===== config.mk =====
export PLATFORM = sky130hd
export DESIGN_NAME = mem_arbiter
export DESIGN_NICKNAME = d
export VERILOG_FILES = /design/src/rtl/mem_arbiter.sv
export SDC_FILE = /design/constraint.sdc
export NUM_CORES = 1
export LEC_CHECK = 0
export ABC_AREA = 1
export CORE_AREA = 2 2 103 105
export CTS_BUF_LIST = sky130_fd_sc_hd__clkbuf_4
export DETAILED_ROUTE_END_ITERATION = 8
export DIE_AREA = 0 0 105 107
export GPL_TIMING_DRIVEN = 1
export PLACE_DENSITY_LB_ADDON = 0.05
export SETUP_SLACK_MARGIN = 0.4
export SLEW_MARGIN = 25
export SYNTH_ARGS = -nofsm -noshare
export SYNTH_HDL_FRONTEND = slang
export SYNTH_SLANG_ARGS = --single-unit

===== constraint.sdc =====
create_clock -name CLK -period 1.5 [get_ports CLK]
set_input_delay 0.15 -clock CLK [delete_from_list [all_inputs] [get_ports CLK]]
set_output_delay 0.15 -clock CLK [all_outputs]
set_load 0.02 [all_outputs]

===== src/rtl/mem_arbiter.sv =====
// Shares one memory port between instruction fetch and data access.
// Data wins arbitration; a bounded data streak keeps fetch moving.
module mem_arbiter #(
    parameter int MAX_D_STREAK = 4
) (
    input  logic        CLK,
    input  logic        RESET,
    input  logic        I_READ,
    input  logic [31:0] I_ADDR,
    output logic [31:0] I_RDATA,
    output logic        I_BUSYWAIT,
    input  logic        D_READ,
    input  logic        D_WRITE,
    input  logic [31:0] D_ADDR,
    input  logic [31:0] D_WDATA,
    output logic [31:0] D_RDATA,
    output logic        D_BUSYWAIT,
    output logic        M_READ,
    output logic        M_WRITE,
    output logic [31:0] M_ADDR,
    output logic [31:0] M_WDATA,
    input  logic [31:0] M_RDATA,
    input  logic        M_BUSYWAIT
);

    localparam int SW = $clog2(MAX_D_STREAK + 1);
    localparam logic [SW-1:0] MAX_S = SW'(MAX_D_STREAK);

    typedef enum logic [1:0] {
        IDLE,
        SERVE_I,
        SERVE_D
    } state_t;

    state_t        r_state;
    state_t        w_pick;
    logic [SW-1:0] r_streak;
    logic [SW-1:0] w_streak_nxt;
    logic          w_d_req;
    logic          w_strobe;
    logic          w_i_done;
    logic          w_d_done;
    logic          w_rearb;

    assign w_d_req = D_READ | D_WRITE;

    always_comb begin
        M_READ  = 1'b0;
        M_WRITE = 1'b0;
        M_ADDR  = '0;
        M_WDATA = '0;
        I_RDATA = '0;
        D_RDATA = '0;
        unique case (r_state)
            SERVE_D: begin
                M_WRITE = D_WRITE;
                M_READ  = D_READ & ~D_WRITE;
                M_ADDR  = D_ADDR;
                M_WDATA = D_WDATA;
                D_RDATA = M_RDATA;
            end
            SERVE_I: begin
                M_READ  = I_READ;
                M_ADDR  = I_ADDR;
                I_RDATA = M_RDATA;
            end
            default: ;
        endcase
    end

    assign I_BUSYWAIT = I_READ & ~((r_state == SERVE_I) & ~M_BUSYWAIT);
    assign D_BUSYWAIT = w_d_req & ~((r_state == SERVE_D) & ~M_BUSYWAIT);

    assign w_strobe = M_READ | M_WRITE;
    assign w_i_done = (r_state == SERVE_I) & w_strobe & ~M_BUSYWAIT;
    assign w_d_done = (r_state == SERVE_D) & w_strobe & ~M_BUSYWAIT;
    // A serve state with its strobe dropped also re-arbitrates.
    assign w_rearb  = (r_state == IDLE) | ~w_strobe | ~M_BUSYWAIT;

    always_comb begin
        w_streak_nxt = r_streak;
        if (!I_READ || w_i_done) begin
            w_streak_nxt = '0;
        end else if (w_d_done && r_streak != MAX_S) begin
            w_streak_nxt = r_streak + SW'(1);
        end
    end

    always_comb begin
        w_pick = IDLE;
        if (w_d_req && !(I_READ && w_streak_nxt == MAX_S)) begin
            w_pick = SERVE_D;
        end else if (I_READ) begin
            w_pick = SERVE_I;
        end
    end

    always_ff @(posedge CLK or posedge RESET) begin
        if (RESET) begin
            r_state  <= IDLE;
            r_streak <= '0;
        end else begin
            r_streak <= w_streak_nxt;
            if (w_rearb) begin
                r_state <= w_pick;
            end
        end
    end

endmodule


Word-level counts from Yosys, hierarchy flattened
Cells that the tools add are included.
{"block": "totals", "reg_bits": 5, "in_bits": 134, "out_inout_bits": 132, "word_cells": 42}
{"block": "op_classes", "addsub": 1, "eq_ne": 4, "n_mux": 10, "n_bitwise": 18, "n_reduce_logical": 7}
{"operator": "32-bit 2-to-1 mux", "n": 3}
{"operator": "32-bit one-hot mux with 2 select lines", "n": 1}
{"operator": "1-bit AND", "n": 9}
{"operator": "3-bit 2-to-1 mux", "n": 2}
{"operator": "1-bit NOT", "n": 5}
{"operator": "1-bit OR", "n": 4}
{"operator": "3-bit by 1-bit adder with 3-bit output, second input constant", "n": 1}
{"operator": "3-bit equality test, second input constant", "n": 1}
{"operator": "1-bit logical AND", "n": 3}
{"operator": "3-bit != test, second input constant", "n": 1}
{"operator": "2-bit by 1-bit equality test with 1-bit output, second input constant", "n": 1}
{"operator": "2-bit equality test, second input constant", "n": 1}
{"operator": "1-bit zero test", "n": 2}
{"operator": "2-bit zero test", "n": 1}
{"operator": "1-bit 2-to-1 mux", "n": 2}
{"operator": "2-bit 2-to-1 mux", "n": 1}
{"operator": "1-bit one-hot mux with 2 select lines", "n": 1}
{"operator": "1-bit logical OR", "n": 1}

Longest topological paths before layout
{"block": "depth", "depth_word": 14, "mapped_depth": 15, "mapped_depth_nobuf": 14}

Worst setup path before layout
OpenSTA, ideal clock, no wires.
{"block": "synth_path", "path_kind": "reg2out", "start": "register r_state[1]", "end": "output port M_ADDR[14]", "arrival_ps": 1491, "t_required_ps": 1350, "path_slack_ps": -141, "path_stages_with_launch": 7, "path_buffers": 2, "cell_sequence": "dfrtp_1 -> inv_1 -> ha_1 -> clkbuf_1 -> buf_2 -> nand2_1 -> a21oi_1"}
{"block": "synth_via", "elab_chain_len": 2, "word_cells_on_any_way": 3, "classes_between": "eq/ne: 2; mux: 1"}
{"element": "start, declared", "line_no": "35", "rtl": "state_t r_state;"}
{"element": "start signal, assigned", "line_no": "105", "rtl": "r_state <= w_pick;"}
{"element": "2-bit by 1-bit equality test with 1-bit output or 2-bit equality test (tied branches)", "line_no": "54", "rtl": "unique case (r_state)"}
{"element": "32-bit one-hot mux with 2 select lines *", "line_no": "54"}
{"element": "end, declared", "line_no": "20", "rtl": "output logic [31:0] M_ADDR,"}
Every way passes the cells marked *; elsewhere a longest branch is shown, timed or not.

Final worst setup path
{"block": "layout_path", "start": "register r_state[1]", "end": "output port D_RDATA[29]"}
{"block": "layout_via", "elab_chain_len": 2}
{"element": "2-bit equality test", "line_no": "54"}
{"element": "32-bit 2-to-1 mux", "line_no": "54"}
{"element": "end, declared", "line_no": "16", "rtl": "output logic [31:0] D_RDATA,"}
No other way between the ends.

==> impl_results.md <==
* Status: complete, but fails checks
* Failing checks: setup timing
* Met1 usage at 0.173
* Antenna Violating Nets Remaining at 0
* Number of port buffers at 265
* CTS tree: yes
* Grt met3 use at 0.0353
* Global route hottest layer: met2
* Die area at 0.0112 mm2
* Worst setup margin at -0.327 ns
* P_sw at 4.69 mW
* Worst path arrival time at 1.68 ns
* Combinational share of power at 0.957
* Vias in the first global route at 3,170
* RSZ-0062 raised after global routing: yes
* Routing usage on met2 at 0.341
* Antenna Cells at 0
* Register area share after synthesis at 0.0755
* Pin count of the biggest net entering global routing at 30
* Syn Inst Count at 371
* Inserted Clock Buffers at 3
* Final Critical Period at 1.83 ns
* I/O pins at 266
* Slew headroom at 0.813
* Switching Share at 0.486
* Fin. Hold Viols at 0
* Worst-Skew Late Latency at 0.24 ns
* FF-to-FF setup slack at -0.29 ns
* Fin crit share at 1.22
* Initial antenna violation count at 0
* Gr ovfl total at 0
* CP Launch Type: register
* Row Count at 37
* Clock Sinks at 5
* H-tree depth at 1
* DRC violation count after routing at 0
* Routed length per instance at 13.3 um
* Worst EP required at 1.35 ns
* DP Cell Count at 776
* Fin area at 0.00581 mm2
* Sequential Power Share at 0.025
* CTS Hold Buffers Added at 0
* Max-slew violations at 0
* Total GRT Usage at 0.166
* Drt initial violations at 78
* Critical path class: reg -> out
* Final setup viols at 136
* Final instance count without filler cells at 824
* Syn_area_per_cell at 4.47 um2
* First-pass DRT Iterations at 4
* Initial Util at 0.164
* Worst-Margin Slew at 0.280 ns
* Peak supply drop at 0.939 mV
* Placement Cell Area at 0.00489 mm2
* Via count at 3,308
* Hpwl dp at 8.05 mm
* Clock Power Share at 0.018
* Achievable frequency at 547 MHz
* Die Ht at 107 um
* Seq cells post-synth at 5
* PD cells at 1660 mW/mm2
* Int Pwr at 4.97 mW
* Total wire length at 11.0 mm
* Nets at 828
* Core area at 0.0101 mm2
* CTS Buffer Depth at 2
* Leak Pwr at 3.18 nW
* Die width at 105 um
* Max Cap Viol at 0
* Synthesized area at 0.00166 mm2
* Share of cells above drive strength 1 at 0.557
* Synthesis warning total at 0
* RD Place Congestion at 0.840
* Syn_nets at 510
* Reg clk slew, reported paths at 0.04 ns
* Hold slack at 0.109 ns
* Area Growth Syn to Fin at 251%
* First-pass GRT wire length at 15.2 mm
* Root buf cell: clkbuf_4
* Crit Path Max Fanout at 8
* Netlist cell types at 19
* Via-to-Cell Ratio at 4.01
* Hold Path Class: in -> async
* Max Clock Skew at 0.00295 ns
* Worst setup EP type: output port
* Place WS at -0.443 ns
* Reg2Reg Depth at 14
* Total power at 9.66 mW
[synthesized netlist by cell type]
cell      number  area (um2)
a21oi_1       34         170
a21oi_2        1        8.76
buf_1          3        11.3
buf_2          4        20.0
buf_4          1        7.51
clkbuf_1      13        48.8
dfrtp_1        5         125
ha_1           5        62.6
inv_1        112         420
nand2_1      174         653
nand2_2        3        18.8
nand2_4        2        22.5
nand3_1        4        20.0
nand3_2        2        20.0
nand3b_1       1        7.51
nor2_1         4        15.0
nor2_4         1        11.3
o21ai_1        1        5.00
xnor2_1        1        8.76
[power groups by stage]
stage	sequential, mW	combinational (mW)	clock [mW]
2_1_floorplan	0.230	3.73	0
3_3_place_gp	0.230	7.15	0
3_5_place_dp	0.232	7.18	0
4_1_cts	0.235	7.61	0.178
5_1_grt	0.251	9.81	0.191
6_report	0.241	9.24	0.175
[what timing repair did]
item | 4_1_cts | 5_1_grt
setup buffers | 12 | 24
endpoints found under the hold margin | 0 | 0
pin swaps | 0 | 27
setup endpoints to repair | 137 | 137
gates resized for setup | 614 | 197
gates cloned | 3 | 5
[kinds of logic after synthesis]
group / synth area share
AND/OR/NAND/NOR: 0.464
buffers and inverters: 0.307
AO/OA/AOI/OAI: 0.111
adder cells (fa/ha/maj): 0.0378
flip-flops: 0.0755
XOR/XNOR: 0.00529
[area by class of cell]
class                           instances  area (um2)
Timing Repair Buffer                  334        3530
Clock buffer                            4        30.0
Fill cell                             985        4290
Inverter                              112         420
Multi-Input combinational cell        233        1530
Tap cell                              136         170
Sequential cell                         5         125
[registers in the layout (all words and copies together), names as in the netlist]
name,flops
r_streak,3
r_state,2
[metrics by stage]
step | util | TNS [ns]
after floorplan | - | -0.0844
after CTS | 0.500 | -21.90
after global placement | 0.485 | -42.30
after detailed placement | 0.485 | -44.43
final | 0.575 | -25.61
after global routing | 0.575 | -37.42
[final timing paths]
check | startpoint | endpoint
min reg2reg | r_state[0]$_DFFE_PP0P_ | r_state[0]$_DFFE_PP0P_
min | RESET | r_streak[0]$_DFF_PP0_
max | r_state[1]$_DFFE_PP0P_ | D_RDATA[29]
min in group CLK | r_state[0]$_DFFE_PP0P_ | r_state[0]$_DFFE_PP0P_
max reg2reg | r_state[0]$_DFFE_PP0P_ | r_state[1]$_DFFE_PP0P_
max in group asynchronous | RESET | r_state[1]$_DFFE_PP0P_
[metal layers]
metal	vias up	routed length, um
met5	-	0
met4	0	83
met3	6	776
met2	158	6030
met1	1471	4090
li1	1673	-
[placed cells by master (no fill, tap or decap)]
master and instances:
a21oi_2 25, a21oi_4 10, buf_12 14, buf_16 3
buf_2 10, buf_4 59, buf_6 90, buf_8 1
clkbuf_16 4, clkbuf_4 6, clkdlybuf4s15_2 18, clkdlybuf4s50_1 133
dfrtp_1 5, ha_1 3, ha_4 2, inv_1 34
inv_2 78, nand2_1 122, nand2_2 30, nand2_4 27
nand3_1 2, nand3_2 3, nand3_4 1, nand3b_1 1
nor2_1 4, nor2_4 1, o21ai_2 1, xnor2_1 1
[critical path, cell delays in order, from the launching register on]
cell and delay (ns):
dfrtp_1 0.39, buf_6 0.13, ha_4 0.19, buf_4 0.14, buf_6 0.11, buf_12 0.13, buf_4 0.14, nand2_4 0.04
inv_2 0.04, buf_6 0.12
Power figures use the tool's default switching activity.
